[config.mk]
export PLATFORM = sky130hd
export DESIGN_NAME = controlador_jogo
export DESIGN_NICKNAME = d
export VERILOG_FILES = /design/src/rtl/jogo_pkg.sv /design/src/rtl/debounce_botao.sv /design/src/rtl/controlador_jogo.sv
export SDC_FILE = /design/constraint.sdc
export NUM_CORES = 1
export LEC_CHECK = 0
export ABC_AREA = 1
export CAP_MARGIN = 20
export CORE_MARGIN = 2
export CORE_UTILIZATION = 40
export CTS_CLUSTER_DIAMETER = 200
export DETAILED_ROUTE_END_ITERATION = 10
export SLEW_MARGIN = 10
export SYNTH_ARGS = -nofsm -noshare
export SYNTH_HDL_FRONTEND = slang
export SYNTH_SLANG_ARGS = --single-unit
[constraint.sdc]
create_clock -name clock -period 3.3 [get_ports clock]
set_input_delay 0.66 -clock clock [delete_from_list [all_inputs] [get_ports clock]]
set_output_delay 0.66 -clock clock [all_outputs]
set_load 0.1 [all_outputs]
[src/rtl/jogo_pkg.sv]
// Shared types and codes for the battleship game sequencer and display decoder.
package jogo_pkg;

    localparam int CNT_W = 4;

    typedef enum logic [2:0] {
        DESLIGADO         = 3'd0,
        PREPARACAO        = 3'd1,
        PRONTO            = 3'd2,
        AGUARDA_TIRO      = 3'd3,
        AGUARDA_RESULTADO = 3'd4,
        VITORIA           = 3'd5,
        DERROTA           = 3'd6
    } estado_t;

    localparam logic [1:0] MODO_DESLIGADO  = 2'b00;
    localparam logic [1:0] MODO_PREPARACAO = 2'b01;
    localparam logic [1:0] MODO_ATAQUE     = 2'b10;

endpackage

[src/rtl/debounce_botao.sv]
// Active-low button conditioner: 2-FF synchronizer, tick-sampled debouncer,
// one-cycle strobe per accepted press (high->low).
module debounce_botao #(
    parameter int AMOSTRAS = 4
) (
    input  logic clock,
    input  logic reset_n,
    input  logic tick_i,
    input  logic btn_n_i,
    output logic press_o
);

    localparam logic [3:0] ULTIMA = 4'(AMOSTRAS - 1);

    logic       sync1_q, sync2_q;
    logic       estavel_q, estavel_d;
    logic [3:0] cnt_q, cnt_d;
    logic       press_q, press_d;

    // cnt counts consecutive samples that disagree with the accepted level
    always_comb begin
        estavel_d = estavel_q;
        cnt_d     = cnt_q;
        press_d   = 1'b0;
        if (tick_i) begin
            if (sync2_q == estavel_q) begin
                cnt_d = '0;
            end else if (cnt_q == ULTIMA) begin
                estavel_d = sync2_q;
                cnt_d     = '0;
                press_d   = ~sync2_q;
            end else begin
                cnt_d = cnt_q + 4'd1;
            end
        end
    end

    always_ff @(posedge clock or negedge reset_n) begin
        if (!reset_n) begin
            sync1_q   <= 1'b1;
            sync2_q   <= 1'b1;
            estavel_q <= 1'b1;
            cnt_q     <= '0;
            press_q   <= 1'b0;
        end else begin
            sync1_q   <= btn_n_i;
            sync2_q   <= sync1_q;
            estavel_q <= estavel_d;
            cnt_q     <= cnt_d;
            press_q   <= press_d;
        end
    end

    assign press_o = press_q;

endmodule

[src/rtl/controlador_jogo.sv]
// Game sequencer: owns the phase, issues enables and fire/confirm strobes,
// counts shots and hits and declares victory, defeat or result timeout.
module controlador_jogo
    import jogo_pkg::*;
#(
    parameter int MAX_TENTATIVAS    = 12,
    parameter int TOTAL_ALVOS       = 9,
    parameter int AMOSTRAS_DEBOUNCE = 4,
    parameter int TIMEOUT_RESULTADO = 15
) (
    input  logic             clock,
    input  logic             reset_n,
    input  logic             tick,
    input  logic [1:0]       modo,
    input  logic             btn_confirmar_n,
    input  logic             resultado_valido,
    input  logic             resultado_acerto,
    input  logic             resultado_repetido,
    output logic             habilita_preparacao,
    output logic             habilita_ataque,
    output logic             pulso_confirma,
    output logic             disparo,
    output logic [CNT_W-1:0] tentativas,
    output logic [CNT_W-1:0] acertos,
    output logic             fim_vitoria,
    output logic             fim_derrota,
    output logic             erro_timeout,
    output logic [2:0]       estado
);

    localparam logic [CNT_W-1:0] MAX_T  = CNT_W'(MAX_TENTATIVAS);
    localparam logic [CNT_W-1:0] ALVOS  = CNT_W'(TOTAL_ALVOS);
    localparam logic [7:0]       TMO    = 8'(TIMEOUT_RESULTADO);
    localparam logic [CNT_W-1:0] UM     = CNT_W'(1);

    logic [1:0]       modo_s1_q, modo_s2_q;
    logic             press;
    estado_t          estado_q, estado_d;
    logic [CNT_W-1:0] tent_q, tent_d, acer_q, acer_d;
    logic [7:0]       tmr_q, tmr_d;
    logic             erro_q, erro_d;
    logic             hab_prep_q, hab_prep_d, hab_atq_q, hab_atq_d;
    logic             pulso_q, pulso_d, disp_q, disp_d;
    logic             vit_q, vit_d, der_q, der_d;
    logic             modo_off, modo_atq;

    debounce_botao #(.AMOSTRAS(AMOSTRAS_DEBOUNCE)) u_db (
        .clock   (clock),
        .reset_n (reset_n),
        .tick_i  (tick),
        .btn_n_i (btn_confirmar_n),
        .press_o (press)
    );

    assign modo_off = (modo_s2_q == MODO_DESLIGADO);
    assign modo_atq = modo_s2_q[1];

    always_comb begin
        estado_d = estado_q;
        tent_d   = tent_q;
        acer_d   = acer_q;
        tmr_d    = tmr_q;
        erro_d   = erro_q;
        pulso_d  = 1'b0;
        disp_d   = 1'b0;
        if (modo_off) begin
            estado_d = DESLIGADO;
            tent_d   = '0;
            acer_d   = '0;
            tmr_d    = '0;
            erro_d   = 1'b0;
        end else begin
            case (estado_q)
                DESLIGADO:  if (modo_s2_q == MODO_PREPARACAO) estado_d = PREPARACAO;
                PREPARACAO: if (!modo_atq && press) begin
                    pulso_d  = 1'b1;
                    estado_d = PRONTO;
                end
                PRONTO:     if (modo_atq) estado_d = AGUARDA_TIRO;
                AGUARDA_TIRO: if (press) begin
                    disp_d   = 1'b1;
                    tmr_d    = TMO;
                    estado_d = AGUARDA_RESULTADO;
                end
                // the cycle carrying disparo itself is not a result window
                AGUARDA_RESULTADO: if (!disp_q) begin
                    if (resultado_valido) begin
                        if (resultado_repetido) begin
                            estado_d = AGUARDA_TIRO;
                        end else begin
                            tent_d = tent_q + UM;
                            if (resultado_acerto) acer_d = acer_q + UM;
                            if (acer_d == ALVOS)      estado_d = VITORIA;
                            else if (tent_d == MAX_T) estado_d = DERROTA;
                            else                      estado_d = AGUARDA_TIRO;
                        end
                    end else if (tmr_q == 8'd1) begin
                        erro_d   = 1'b1;
                        estado_d = AGUARDA_TIRO;
                    end else begin
                        tmr_d = tmr_q - 8'd1;
                    end
                end
                VITORIA, DERROTA: ;
                default: estado_d = DESLIGADO;
            endcase
        end
        hab_prep_d = (estado_d == PREPARACAO) && (modo_s2_q == MODO_PREPARACAO);
        hab_atq_d  = (estado_d == AGUARDA_TIRO) || (estado_d == AGUARDA_RESULTADO);
        vit_d      = (estado_d == VITORIA);
        der_d      = (estado_d == DERROTA);
    end

    always_ff @(posedge clock or negedge reset_n) begin
        if (!reset_n) begin
            modo_s1_q  <= MODO_DESLIGADO;
            modo_s2_q  <= MODO_DESLIGADO;
            estado_q   <= DESLIGADO;
            tent_q     <= '0;
            acer_q     <= '0;
            tmr_q      <= '0;
            erro_q     <= 1'b0;
            hab_prep_q <= 1'b0;
            hab_atq_q  <= 1'b0;
            pulso_q    <= 1'b0;
            disp_q     <= 1'b0;
            vit_q      <= 1'b0;
            der_q      <= 1'b0;
        end else begin
            modo_s1_q  <= modo;
            modo_s2_q  <= modo_s1_q;
            estado_q   <= estado_d;
            tent_q     <= tent_d;
            acer_q     <= acer_d;
            tmr_q      <= tmr_d;
            erro_q     <= erro_d;
            hab_prep_q <= hab_prep_d;
            hab_atq_q  <= hab_atq_d;
            pulso_q    <= pulso_d;
            disp_q     <= disp_d;
            vit_q      <= vit_d;
            der_q      <= der_d;
        end
    end

    assign habilita_preparacao = hab_prep_q;
    assign habilita_ataque     = hab_atq_q;
    assign pulso_confirma      = pulso_q;
    assign disparo             = disp_q;
    assign tentativas          = tent_q;
    assign acertos             = acer_q;
    assign fim_vitoria         = vit_q;
    assign fim_derrota         = der_q;
    assign erro_timeout        = erro_q;
    assign estado              = estado_q;

endmodule
# After elaboration in Yosys (flattened, before gate mapping)
# Index checks and enable logic that the tools add are counted.
op_classes:
  add_sub_neg: 4
  mul: 0
  n_div: 0
  magnitude_cmp: 0
  eq_ne: 24
  shift: 0
  mux: 50
  n_bitwise: 2
  reduce_logical: 15
ops:
  columns: ["operator", "count"]
  rows:
  - ["two-way mux 4 bit", 18]
  - ["two-way mux 8 bit", 5]
  - ["two-way mux 3 bit", 11]
  - ["== test 3 bit, second input constant", 6]
  - ["one-hot mux 3 bit (6 select lines)", 1]
  - ["one-hot mux 8 bit (2 select lines)", 1]
  - ["two-way mux 1 bit", 14]
  - ["adder 4 x 1 -> 4 bit, second input constant", 3]
  - ["== test 3 x 2 -> 1 bit, second input constant", 3]
  - ["!= test 3 bit, second input constant", 3]
  - ["== test 4 bit, second input constant", 2]
  - ["== test 8 x 1 -> 1 bit, second input constant", 1]
  - ["AND reduction 4 bit", 2]
  - ["subtractor 8 x 1 -> 8 bit, second input constant", 1]
  - ["== test 3 x 1 -> 1 bit, second input constant", 2]
  - ["!= test 2 x 1 -> 1 bit, second input constant", 3]
  - ["nonzero test 2 bit", 3]
  - ["AND reduction 5 bit", 1]
  - ["== test 4 x 2 -> 1 bit, second input constant", 1]
  - ["zero test 3 bit", 1]
  - ["!= test 3 x 2 -> 1 bit, second input constant", 1]
  - ["AND reduction 3 bit", 1]
  - ["nonzero test 3 bit", 1]
  - ["== test 2 x 1 -> 1 bit, second input constant", 1]
  - ["7 further kinds", 9]
totals:
  register_bits: 38
  latchBits: 0
  mem_bits_rw: 0
  romBits: 0
  memories: 0

# Logic depth before layout (Yosys ltp)
# Gate-level depths: netlist of the first run.
logic_depth:
  ltp_word: 16
  depth_mapped: 13
  mapped_depth_nobuf: 13

# Cells and area by module
# A second synthesis of the first run with hierarchy kept.
hier_totals:
  cells_unflattened: 256
  hier_area_um2: 2045.7
by_module_without_submodules:
  columns: ["module", "n_inst", "cells_per_inst", "area_per_inst_um2", "seq_area_each_um2"]
  rows:
  - ["controlador_jogo", 1, 211, 1652.8, 750.7]
  - ["debounce_botao", 1, 45, 392.9, 203.9]

# Worst setup path before layout of the first run
# No wires, ideal clock.
synth_timing:
  kind: "register -> register"
  from: "reg acer_q[0], in the netlist acertos[0]"
  to: "reg hab_atq_q, in the netlist habilita_ataque"
  setup_ns: 0.117
  t_arrival_ns: 2.072
  slack_ns: 1.112
  stages_incl_launch_ff: 14
  path_buffers: 0
  synth_period_minus_slack_ns: 2.188
  cell_sequence: "dfrtp_1 > ha_1 > inv_1 > nand2_1 > nand2_1 > nand2_1 > nor2_2 > nand3_1 > nand2_1 > nand2_1 > nand2_2 > inv_1 > nand2_1 > nand2_1"
synth_between:
  elab_chain_len: 16
  elab_cells_between_ends: 17
  cone_classes: "add/sub (1); eq/ne (3); mux (12); reduce/logical (1)"
synth_lines:
  columns: ["item", "line_no", "rtl"]
  rows:
  - ["start, declared", "controlador_jogo.sv:39", "logic [CNT_W-1:0] tent_q, tent_d, acer_q, acer_d;"]
  - ["start signal, assigned", "controlador_jogo.sv:134", "acer_q <= acer_d;"]
  - ["adder 4 x 1 -> 4 bit", "controlador_jogo.sv:92", "if (resultado_acerto) acer_d = acer_q + UM;"]
  - ["two-way mux 4 bit *", "controlador_jogo.sv:92", null]
  - ["two-way mux 4 bit *", "controlador_jogo.sv:88", "if (resultado_repetido) begin"]
  - ["two-way mux 4 bit *", "controlador_jogo.sv:87", "if (resultado_valido) begin"]
  - ["two-way mux 4 bit *", "controlador_jogo.sv:86", "AGUARDA_RESULTADO: if (!disp_q) begin"]
  - ["two-way mux 4 bit *", "controlador_jogo.sv:73", "case (estado_q)"]
  - ["two-way mux 4 bit *", "controlador_jogo.sv:66", "if (modo_off) begin"]
  - ["== test 4 bit *", "controlador_jogo.sv:93", "if (acer_d == ALVOS) estado_d = VITORIA;"]
  - ["[... 2 more ...]", null, null]
  - ["two-way mux 3 bit *", "controlador_jogo.sv:87", null]
  - ["two-way mux 3 bit *", "controlador_jogo.sv:86", null]
  - ["one-hot mux 3 bit (6 select lines) *", "controlador_jogo.sv:73", null]
  - ["two-way mux 3 bit *", "controlador_jogo.sv:66", null]
  - ["named net estado_d[1]", "controlador_jogo.sv:38", "estado_t estado_q, estado_d;"]
  - ["== test 3 x 2 -> 1 bit or == test 3 bit (tied branches)", "controlador_jogo.sv:109", "hab_atq_d = (estado_d == AGUARDA_TIRO) || (estado_d == AGUARDA_RESULTADO);"]
  - ["logical OR 1 bit *", "controlador_jogo.sv:109", null]
  - ["named net hab_atq_d", "controlador_jogo.sv:42", "logic hab_prep_q, hab_prep_d, hab_atq_q, hab_atq_d;"]
  - ["end signal, assigned", "controlador_jogo.sv:138", "hab_atq_q <= hab_atq_d;"]
  - ["end, declared", "controlador_jogo.sv:42", null]
# Mark *: on every way through the listed nets, which the timed path passes. The rest lies on a longest branch. The select of a mux whose other input is x is not followed.
# A chain may end at the register's enable or synchronous reset.

# Worst setup path after layout of the first run
layout_timing:
  from: "in resultado_acerto"
  to: "reg hab_atq_q, in the netlist habilita_ataque"
layout_between:
  elab_chain_len: 15
  elab_cells_between_ends: 16
  cone_classes: "eq/ne (3); mux (12); reduce/logical (1)"
layout_lines:
  columns: ["item", "line_no", "rtl"]
  rows:
  - ["start, declared", "controlador_jogo.sv:17", "input logic resultado_acerto,"]
  - ["two-way mux 4 bit *", "controlador_jogo.sv:92", null]
  - ["two-way mux 4 bit *", "controlador_jogo.sv:88", null]
  - ["two-way mux 4 bit *", "controlador_jogo.sv:87", null]
  - ["two-way mux 4 bit *", "controlador_jogo.sv:86", null]
  - ["two-way mux 4 bit *", "controlador_jogo.sv:73", null]
  - ["two-way mux 4 bit *", "controlador_jogo.sv:66", null]
  - ["== test 4 bit *", "controlador_jogo.sv:93", null]
  - ["two-way mux 3 bit *", "controlador_jogo.sv:93", null]
  - ["two-way mux 3 bit *", "controlador_jogo.sv:88", null]
  - ["two-way mux 3 bit *", "controlador_jogo.sv:87", null]
  - ["two-way mux 3 bit *", "controlador_jogo.sv:86", null]
  - ["one-hot mux 3 bit (6 select lines) *", "controlador_jogo.sv:73", null]
  - ["two-way mux 3 bit *", "controlador_jogo.sv:66", null]
  - ["named net estado_d[1]", "controlador_jogo.sv:38", null]
  - ["== test 3 x 2 -> 1 bit or == test 3 bit (tied branches)", "controlador_jogo.sv:109", null]
  - ["logical OR 1 bit *", "controlador_jogo.sv:109", null]
  - ["named net hab_atq_d", "controlador_jogo.sv:42", null]
# Marked as above.

==> metrics.txt, run 1 <==
register area share after synthesis 48.9%; Post-CTS Resized 0; synth unique cells 31; largest net degree at the start of global routing 39; clk slew on worst S/H paths approximately 0.08 ns; Die Height around 74 um; core area 0.00472 mm2; first-pass GRT wire length 6.78 mm; RSZ-0062 raised after global routing no; R2R cell count 13; skew final 0.00377 ns; most common cell in the synthesized netlist nand2_1; Reg-to-Reg End habilita_ataque; FFs w/ async S/R, synth 100%; CTS tree yes; fillcell total 451; Setup-failing EPs final 0; Slew Viols, Final 0; clk_lat worst skew 0.29 ns; Buffers on Ports 26; critical path depth in cells 12; num rows 25; relative slew slack 43.5%; Buf/Inv on CP 2; non-filler cells in the finished layout 332; syn nets ~250; CP Launch Point resultado_acerto; average wire per cell in the routed design 11.7 um; fmax 512 MHz; grt ovf 0; crit share post-route 59.2%; area of the mapped netlist a little under 0.002 mm2; worst stage delay on the critical path 0.57 ns; Final Hold Fails 0; total of warnings raised by yosys 0; cell count after placement between 300 and 400; fraction of layout cells with a size suffix above 1 20.4%; vias in the first global route about 1500; Worst EP arrival 2.14 ns; final wirelength around 4 mm; Starting Density 41.3%; Worst EP required 3.48 ns; peak supply drop 0.313 mV; drt initial violations 67; number of antenna diodes 0; Seq cells post-synth 38; Die X around 74 um; Lkg Pwr 1.17 nW; critical path peak fanout 6; hold crit path type reg -> reg; Setup crit end habilita_ataque; FF-to-FF Start acertos[0]; maxcap violations 0; DRC 0; status finished clean; number of synthesized flops with an enable pin 0; Worst path top cell family by delay simple AND/OR/NAND/NOR gates; main area contributors after synthesis dfrtp_1 45%, nand2_1 8.3%, inv_1 5.6%; TNS Setup 0 ns; CTS Buffer Depth 2; root buf cell clkbuf_8; TritonCTS Sinks 38; initial antenna violation count 0; die footprint around 0.0055 mm2; cell chain of the critical path clkdlybuf4s50_1 > nand2_2 > nor2_1 > nor2_1 > nor2_2 > nand3_1 > nand2_1 > nand2_1 > nand2_2 > inv_1 > nand2_1 > nand2_1; H-tree depth 2; Post-CTS Setup Inserts 0; Ports 27; Inserted Clock Buffers 5; Worst setup EP type flip-flop; Synth Instances 231; synth cell count leaders 43 x nand2_1, 35 x dfrtp_1, 29 x inv_1, 29 x nor2_1, 14 x nand3_1; Power Density just over 500 mW/mm2; Period minus WS final 1.95 ns; Area Overhead vs Synth 22.1%; Top FF cell, synth dfrtp_1; R2R setup slack 1.61 ns; DR vias/cell around 4.7; antenna-violating nets left 0; hold_buf cts 0; Yosys top cell area share around 45%; Startpoint Class input port; gpl congestion 0.812; Synth area leader dfrtp_1; worst-margin pin slew 0.847 ns; Setup CP Type in -> reg; nets 278; Total Power 1.21 mW; Final HPWL DP 2.97 mm; all-layer global routing usage 16.5%; Crit path top cell by count nand2_1; slowest cell on the critical path clkdlybuf4s50_1; drt first pass iters 4; DR vias 1575; Mean Syn Cell Area 8.45 um2
[flip-flops by register name, summed over array words and instances, names as in the netlist, 2 cells and up]
signal and cells:
acertos 4, estado 3, modo_s1_q 2, modo_s2_q 2, tentativas 4, tmr_q 8
u_db.cnt_q 4
[cells in the final DEF, fill, tap and decap left out]
cell type        Yosys  routed
inv_2                6       6
nor3b_1              1       1
nor3_2               1       1
o31ai_1              1       1
clkinv_4             0       1
nand3_1             14      14
nor2_8               1       1
buf_2                0       1
nand3_2              1       1
nor4_1               1       1
dfrtp_1             35      35
xnor2_1              1       1
o22ai_1              5       5
a32o_1               2       2
ha_1                 5       5
dfstp_2              3       3
nor3_1               4       4
nand2_1             43      43
o21ai_0              9       9
nor2_2               5       5
o32ai_1              1       1
inv_1               29      29
xor2_1               3       3
a21oi_1             13      13
clkbuf_8             0       5
a21oi_4              2       2
nand4_1              4       4
a31oi_1              1       1
clkinv_1             1       1
o211ai_1             2       2
buf_4                0      18
clkdlybuf4s50_1      0       7
nor2_1              29      29
nor2_4               2       2
nand2_2              5       5
a21oi_2              1       1
bufinv_16            0       2
[cell families after synthesis]
kind of cell,after synthesis,synth area share (%)
AOI/OAI and AO/OA,37,12.3
buffers and inverters,36,6.92
DFF,38,48.9
adders and majority gates,5,3.21
and+or+nand+nor,111,26.9
xor gates and xnor gates,4,1.80
[per-stage QoR]
step | hold WS [ns] | area [um2] | setup WS (ns) | util, %
2_1_floorplan | 0.331 | 1950 | 1.11 | -
3_3_place_gp | 0.332 | 2250 | 1.03 | 47.5
3_5_place_dp | 0.337 | 2250 | 1.02 | 47.5
4_1_cts | 0.356 | 2380 | 1.34 | 50.5
5_1_grt | 0.365 | 2380 | 1.12 | 50.5
6_report | 0.353 | 2380 | 1.35 | 50.5
[per-layer routing]
metal / global-route usage (%) / share of wire (%)
met5: 0 / 0
met4: 5.86 / 1.6
met3: 4.66 / 3.0
met2: 24.8 / 44
met1: 22.6 / 51
[cell type report]
cell class / instances / area, um2 / share of cell area [%]
clock inverters: 3 / 68.8 / 2.89
clock buffers: 5 / 68.8 / 2.89
flip-flops and latches: 38 / 955 / 40.1
inverters: 36 / 135 / 5.67
multi-input cells: 157 / 862 / 36.2
well taps: 67 / 83.8 / 3.52
repair buffers: 26 / 210 / 8.82
[power by group]
part	internal, mW	total (mW)	leakage, nW	switching (mW)
logic	0.0681	0.202	0.601	0.134
clock network	0.303	0.471	0.0683	0.168
registers	0.507	0.540	0.503	0.0330
total	0.878	1.21	1.17	0.335
[how the worst min path moves through the flow]
| stage | from | endpoint | slack [ns] | cells past startpoint |
|---|---|---|---|---|
| 6_report | modo_s1_q[1] | modo_s2_q[1] | 0.35 | 0 |
| 5_1_grt | u_db.sync1_q | u_db.sync2_q | 0.37 | 0 |
| 4_1_cts | modo_s1_q[1] | modo_s2_q[1] | 0.36 | 0 |
| 3_5_place_dp | modo_s1_q[1] | modo_s2_q[1] | 0.34 | 0 |
| 3_3_place_gp | modo_s1_q[0] | modo_s2_q[0] | 0.33 | 0 |
| 2_1_floorplan | modo_s1_q[0] | modo_s2_q[0] | 0.33 | 0 |
Power figures use the tool's default switching activity.
==> inputs of run 2 (changes only) <==
==> constraint.sdc (replaced) <==
create_clock -name clock -period 1.6 [get_ports clock]
set_input_delay 0.32 -clock clock [delete_from_list [all_inputs] [get_ports clock]]
set_output_delay 0.32 -clock clock [all_outputs]
set_load 0.1 [all_outputs]
==> run 2 against run 1 <==
Effect of this change: via count grew 12%; global-route usage grew 1.7 points; largest power group unchanged; first-iteration DRC count grew 19%; total power grew 93%; critical endpoint is now fim_derrota; routed wire length grew 17%; sequential power grew 110%; hold slack lost 0.00079 ns; sequential share of layout area shrank 7.8 points; count of clock-buffer cells in the layout grew 2; final cell count grew 12%; combinational power grew to 2.7 times the previous value; flip-flop and latch count is the same; the flow now finishes with violations (setup timing).
==> metrics.txt, run 2 (same netlist as run 1, synthesis figures left out) <==
status finished with violations (was finished clean); failing checks setup timing; H-tree depth 2 (unchanged); num rows 25 (unchanged); commonest non-fill, non-tap cell in the layout nand2_1 (unchanged); most flop-heavy register tmr_q (unchanged); TritonCTS Sinks 38 (unchanged); drt first pass iters 4 (unchanged); Ports 27 (unchanged); core area 0.00472 mm2 (unchanged); Largest register FFs 8 (unchanged); worst-margin pin slew 0.307 ns (was 0.847 ns); DR vias 1761 (was 1575); Die Height 73.9 um (unchanged); Total Power 2.34 mW (was 1.21 mW); DR vias/cell 4.75 (was 4.74); largest net degree at the start of global routing 39 (unchanged); average wire per cell in the routed design 12.3 um (was 11.7 um); relative slew slack 79.5% (was 43.5%); gpl congestion 0.842 (was 0.812); TNS Setup -0.255 ns (was 0 ns); fillcell total 391 (was 451); Area Overhead vs Synth 56.0% (was 22.1%); Worst EP required 1.82 ns (was 3.48 ns); cell chain of the critical path nor2_4 > inv_4 > nor2_8 > nand2_1 > nor2_4 > nand2_1 > nand2_2 > nand2_4 > buf_4 > a21oi_2 (was clkdlybuf4s50_1 > nand2_2 > nor2_1 > nor2_1 > nor2_2 > nand3_1 > nand2_1 > nand2_1 > nand2_2 > inv_1 > nand2_1 > nand2_1); Setup CP Type reg -> reg (was in -> reg); dpl cell area 0.00274 mm2 (was 0.00225 mm2); worst stage delay on the critical path 0.51 ns (was 0.57 ns); commonest non-fill, non-tap cells in the layout 37 x nand2_1, 34 x buf_4, 26 x inv_1, 23 x nor2_1, 23 x dfrtp_1 (was 43 x nand2_1, 35 x dfrtp_1, 29 x inv_1, 29 x nor2_1, 18 x buf_4); DRC 0 (unchanged); Buf/Inv on CP 2 (unchanged); Lkg Pwr 1.40 nW (was 1.17 nW); Inserted Clock Buffers 5 (unchanged); Worst setup EP type flip-flop (unchanged); grt ovf 0 (unchanged); clk_lat worst skew 0.29 ns (about the same); initial antenna violation count 0 (unchanged); Startpoint Class flip-flop (was input port); drt initial violations 80 (was 67); Buffers on Ports 26 (unchanged); maxcap violations 0 (unchanged); antenna-violating nets left 0 (unchanged); CTS tree yes (unchanged); Final WS setup -0.0756 ns (was 1.35 ns); Power Density 768 mW/mm2 (was 509 mW/mm2); Starting Density 41.3% (unchanged); critical path peak fanout 6 (unchanged); first-pass GRT wire length 7.52 mm (was 6.78 mm); RSZ-0062 raised after global routing yes (was no); Slew Viols, Final 0 (unchanged); Final HPWL DP 3.33 mm (was 2.97 mm); peak supply drop 0.634 mV (was 0.313 mV); number of antenna diodes 0 (unchanged); final wirelength 4.55 mm (was 3.89 mm); die footprint 0.00545 mm2 (unchanged); crit share post-route 105%; fmax 597 MHz; fraction of layout cells with a size suffix above 1 42.4% (was 20.4%); Final Hold Fails 0 (unchanged); skew final 0.00890 ns (was 0.00377 ns); all-layer global routing usage 18.1% (was 16.5%); Worst EP arrival 1.89 ns (was 2.14 ns); hold slack 0.352 ns (was 0.353 ns); vias in the first global route 1733 (was 1541); hold crit path type reg -> reg (unchanged); root buf cell clkbuf_8 (unchanged); CTS Buffer Depth 2 (unchanged); nets 317 (was 278); Util after Layout 64.5% (was 50.5%); Die X 73.9 um (unchanged); Period minus WS final 1.68 ns; design area 0.00304 mm2 (was 0.00238 mm2); slowest cell on the critical path dfrtp_4 (was clkdlybuf4s50_1); Worst path top cell family by delay simple AND/OR/NAND/NOR gates (unchanged); Setup-failing EPs final 4 (was 0); clk slew on worst S/H paths 0.07 ns (was 0.08 ns)
## run 2: cell count changes in the layout (fill, tap and decap cells not counted), moves of 5 or more
cell | before | now
a21oi_2 | 1 | 6
buf_4 | 18 | 34
a21oi_1 | 13 | 8
dfrtp_4 | 0 | 5
nor2_1 | 29 | 23
dfrtp_1 | 35 | 23
nand2_1 | 43 | 37
buf_12 | 0 | 19
dfrtp_2 | 0 | 7
## run 2: path summary, 6_finish.rpt
path                                    from            to  slack [ns]  cells after the start
worst max-delay path               estado[0]   fim_derrota       -0.08                     10
worst min-delay path            modo_s1_q[0]  modo_s2_q[0]        0.35                      0
worst max register to register     estado[0]   fim_derrota       -0.08                     10
worst min register to register  modo_s1_q[0]  modo_s2_q[0]        0.35                      0
max in group asynchronous            reset_n  u_db.sync1_q        0.81                      3
min in group asynchronous            reset_n    acertos[1]        0.52                      3
## run 2: worst reg2reg max path, cell delays in order (launching register included)
cell     delay (ns)
dfrtp_4        0.51
nor2_4         0.15
inv_4          0.06
nor2_8         0.16
nand2_1        0.14
nor2_4         0.14
nand2_1        0.07
nand2_2        0.08
nand2_4        0.07
buf_4          0.14
a21oi_2        0.10
## run 2: routing by layer
metal / track usage, % / wire (um)
met1: 23.8 / 2040
met4: 5.86 / 30
met3: 4.39 / 138
met5: 0 / 0
met2: 29.5 / 2340
## run 2: per-stage QoR
| step | worst slack (ns) | cells |
|---|---|---|
| global placement | -0.296 | 353 |
| floorplan | -0.135 | 231 |
| global route | -0.202 | 371 |
| CTS | -0.0782 | 363 |
| finish | -0.0756 | 371 |
| detailed placement | -0.353 | 353 |
## run 2: timing repair
item / CTS / global route
gates resized for setup: 5 / 32
pin swaps: 0 / 10
endpoints found under the setup margin: 6 / 20
gates cloned: 0 / 0
buffers inserted: 1 / 8
hold endpoints to repair: 26 / 0
hold buffers: 1 / 0
## run 2: where the power goes
group	leakage (nW)	switching [mW]	internal, mW
registers	0.482	0.0739	1.05
logic	0.866	0.317	0.224
clock network	0.0482	0.324	0.347
total	1.40	0.715	1.62
## run 2: area by class of cell
type	count	area (um2)	share of cell area (%)
Clock buffer	7	86.3	2.84
Inverter	36	140	4.60
Clock inverter	1	5.00	0.164
Tap cell	67	83.8	2.75
Sequential cell	38	982	32.3
Multi-Input combinational cell	157	990	32.5
Timing Repair Buffer	65	757	24.9
==> inputs of run 3 (changes only) <==
--- a/config.mk
+++ b/config.mk
@@ -8,7 +8,7 @@
 export ABC_AREA = 1
 export CAP_MARGIN = 20
 export CORE_MARGIN = 2
-export CORE_UTILIZATION = 40
+export CORE_UTILIZATION = 38
 export CTS_CLUSTER_DIAMETER = 200
 export DETAILED_ROUTE_END_ITERATION = 10
 export SLEW_MARGIN = 10
==> constraint.sdc (replaced) <==
create_clock -name clock -period 1.6 [get_ports clock]
set_input_delay 0.32 -clock clock [delete_from_list [all_inputs] [get_ports clock]]
set_output_delay 0.32 -clock clock [all_outputs]
set_load 0.005 [all_outputs]
==> run 3 against run 2 <==
Effect of this change: the run still ends with setup timing left; critical endpoint is now fim_vitoria; clock skew increased by 0.0012 ns; utilization decreased by 10 points; critical path depth is 2 higher; global-route usage decreased by 2.1 points; largest cell class is now sequential cells; flip-flop and latch count unchanged; setup slack better by 0.0085 ns; combinational power fell by 21%.
==> metrics.txt, run 3 (same netlist as run 1, synthesis figures left out) <==
fmax 600 MHz (was 597 MHz); Pint 1.59 mW (was 1.62 mW); peak supply drop 0.655 mV (was 0.634 mV); commonest non-fill, non-tap cell in the layout nand2_1 (unchanged); first-pass GRT wire length 6.84 mm (was 7.52 mm); antenna-violating nets left 0 (unchanged); power share of the clock group 30.9% (was 28.7%); root buf cell clkbuf_8 (unchanged); worst-margin pin slew 0.404 ns (was 0.307 ns); drt first pass iters 4 (unchanged); nets 314 (was 317); Crit path top cell by count nand2_1; TritonCTS Sinks 38 (unchanged); Total Power 2.22 mW (was 2.34 mW); crit share post-route 104% (was 105%); Lkg Pwr 1.38 nW (was 1.40 nW); drt initial violations 50 (was 80); vias in the first global route 1638 (was 1733); DRC 0 (unchanged); Slew Viols, Final 0 (unchanged); core area 0.00504 mm2 (was 0.00472 mm2); fraction of layout cells with a size suffix above 1 26.2% (was 42.4%); final wirelength 4.20 mm (was 4.55 mm); Worst EP required 1.83 ns (was 1.82 ns); grt ovf 0 (unchanged); logic gate share of total power 19.3% (was 23.1%); Net Sw Power 630 uW (was 715 uW); average wire per cell in the routed design 11.3 um (was 12.3 um); clk slew on worst S/H paths 0.08 ns (was 0.07 ns); gpl congestion 0.825 (was 0.842); Starting Density 38.7% (was 41.3%); initial antenna violation count 0 (unchanged); Largest register FFs 8 (unchanged); TNS Setup -0.288 ns (was -0.255 ns); Die X 75.7 um (was 73.9 um); most flop-heavy register tmr_q (unchanged); part of the power in registers 49.8% (was 48.2%); die footprint 0.00573 mm2 (was 0.00545 mm2); Final WS setup -0.0671 ns (was -0.0756 ns); RSZ-0062 raised after global routing yes (unchanged); critical path peak fanout 3 (was 6); sw frac 28.3% (was 30.6%); Inserted Clock Buffers 5 (unchanged); maxcap violations 0 (unchanged); Buffers on Ports 26 (unchanged); worst stage delay on the critical path 0.39 ns (was 0.51 ns); DR vias/cell 4.69 (was 4.75); Setup-failing EPs final 6 (was 4); all-layer global routing usage 16.1% (was 18.1%); non-filler cells in the finished layout 371 (unchanged); H-tree depth 2 (unchanged); skew final 0.0101 ns (was 0.00890 ns); failing checks setup timing (unchanged); Setup CP Type reg -> reg (unchanged); hold crit path type reg -> reg (unchanged); CTS tree yes (unchanged); Worst EP arrival 1.90 ns (was 1.89 ns); Power Density 817 mW/mm2 (was 768 mW/mm2); status finished with violations (unchanged); slowest cell on the critical path dfrtp_1 (was dfrtp_4); Period minus WS final 1.67 ns (was 1.68 ns); Final Hold Fails 0 (unchanged); largest net degree at the start of global routing 24 (was 39); Area Overhead vs Synth 39.4% (was 56.0%); Die Height 75.7 um (was 73.9 um); cell chain of the critical path ha_1 > inv_1 > nand2_1 > nand2_1 > nand2_1 > nor2_2 > nand2_1 > nand2_1 > nand2_2 > a21oi_4 > nand2_2 > a21oi_2 (was nor2_4 > inv_4 > nor2_8 > nand2_1 > nor2_4 > nand2_1 > nand2_2 > nand2_4 > buf_4 > a21oi_2); num rows 26 (was 25); Ports 27 (unchanged); commonest non-fill, non-tap cells in the layout 41 x nand2_1, 34 x dfrtp_1, 33 x buf_4, 28 x inv_1, 27 x nor2_1 (was 37 x nand2_1, 34 x buf_4, 26 x inv_1, 23 x nor2_1, 23 x dfrtp_1); Startpoint Class flip-flop (unchanged); relative slew slack 73.0% (was 79.5%); Worst setup EP type flip-flop (unchanged); number of antenna diodes 0 (unchanged); Final HPWL DP 3.20 mm (was 3.33 mm); DR vias 1740 (was 1761); cell count after placement 355 (was 353); clk_lat worst skew 0.30 ns (was 0.29 ns); CTS Buffer Depth 2 (unchanged)
[run 3: cell count changes in the layout (fill, tap and decap cells not counted), moves of 4 or more]
cell,previous run,this run
buf_12,19,1
clkdlybuf4s50_1,6,20
dfrtp_1,23,34
dfrtp_2,7,1
dfrtp_4,5,0
a21oi_1,8,12
a21oi_2,6,2
dlymetal6s2s_1,1,5
nand2_1,37,41
nor2_1,23,27
[run 3: layout make-up]
type | instances | area (um2)
Fill cell | 471 | 2320
Sequential cell | 38 | 956
Multi-Input combinational cell | 157 | 891
Timing Repair Buffer | 62 | 557
Inverter | 36 | 135
Tap cell | 70 | 87.6
Clock buffer | 6 | 82.6
Clock inverter | 2 | 12.5
[run 3: final timing paths]
path                                   start              to  slack [ns]  depth (start not counted)
worst min register to register  modo_s1_q[0]    modo_s2_q[0]        0.35                          0
worst min-delay path            modo_s1_q[0]    modo_s2_q[0]        0.35                          0
worst max register to register    acertos[1]     fim_vitoria       -0.07                         12
max in group asynchronous            reset_n  u_db.estavel_q        0.58                          3
min in group asynchronous            reset_n       estado[2]        0.48                          2
worst max-delay path              acertos[1]     fim_vitoria       -0.07                         12
[run 3: metrics by stage]
stage | hold WS [ns] | worst slack (ns) | util [%] | cell area (um2)
after floorplan | 0.0244 | 0.0343 | - | 1950
after global placement | 0.269 | -0.292 | 49.9 | 2520
after detailed placement | 0.274 | -0.323 | 49.9 | 2520
after CTS | 0.355 | -0.0596 | 52.7 | 2660
after global routing | 0.364 | -0.269 | 54.0 | 2720
final | 0.352 | -0.0671 | 54.0 | 2720
[run 3: timing repair]
| action | in CTS | in global routing |
|---|---|---|
| endpoints found under the setup margin | 9 | 22 |
| hold endpoints to repair | 15 | 0 |
| cloned | 0 | 0 |
| pin swaps | 7 | 5 |
| hold buffers | 1 | 0 |
| setup buffers | 4 | 3 |
| resized for setup | 2 | 16 |
[run 3: worst max-delay path: cells and delay by family (launching register included)]
family | cells | cell delay (ns)
compound gates | 2 | 0.27
fa+ha+maj | 1 | 0.29
simple gates | 8 | 0.60
buf+inv | 1 | 0.05
flops | 1 | 0.39
[run 3: power by group through the flow]
stage / registers, mW / logic, mW / clock network (mW)
3_3_place_gp: 1.13 / 0.385 / 0
6_report: 1.11 / 0.430 / 0.687
5_1_grt: 1.12 / 0.492 / 0.737
2_1_floorplan: 1.12 / 0.242 / 0
4_1_cts: 1.11 / 0.417 / 0.717
3_5_place_dp: 1.13 / 0.395 / 0
[run 3: metal layers]
metal	GRT usage (%)	vias up	part of all wire, %
met5	0	-	0
met4	7.41	0	1.7
met3	3.70	7	2.8
met2	27.5	24	48
met1	19.1	817	47
li1	-	892	-
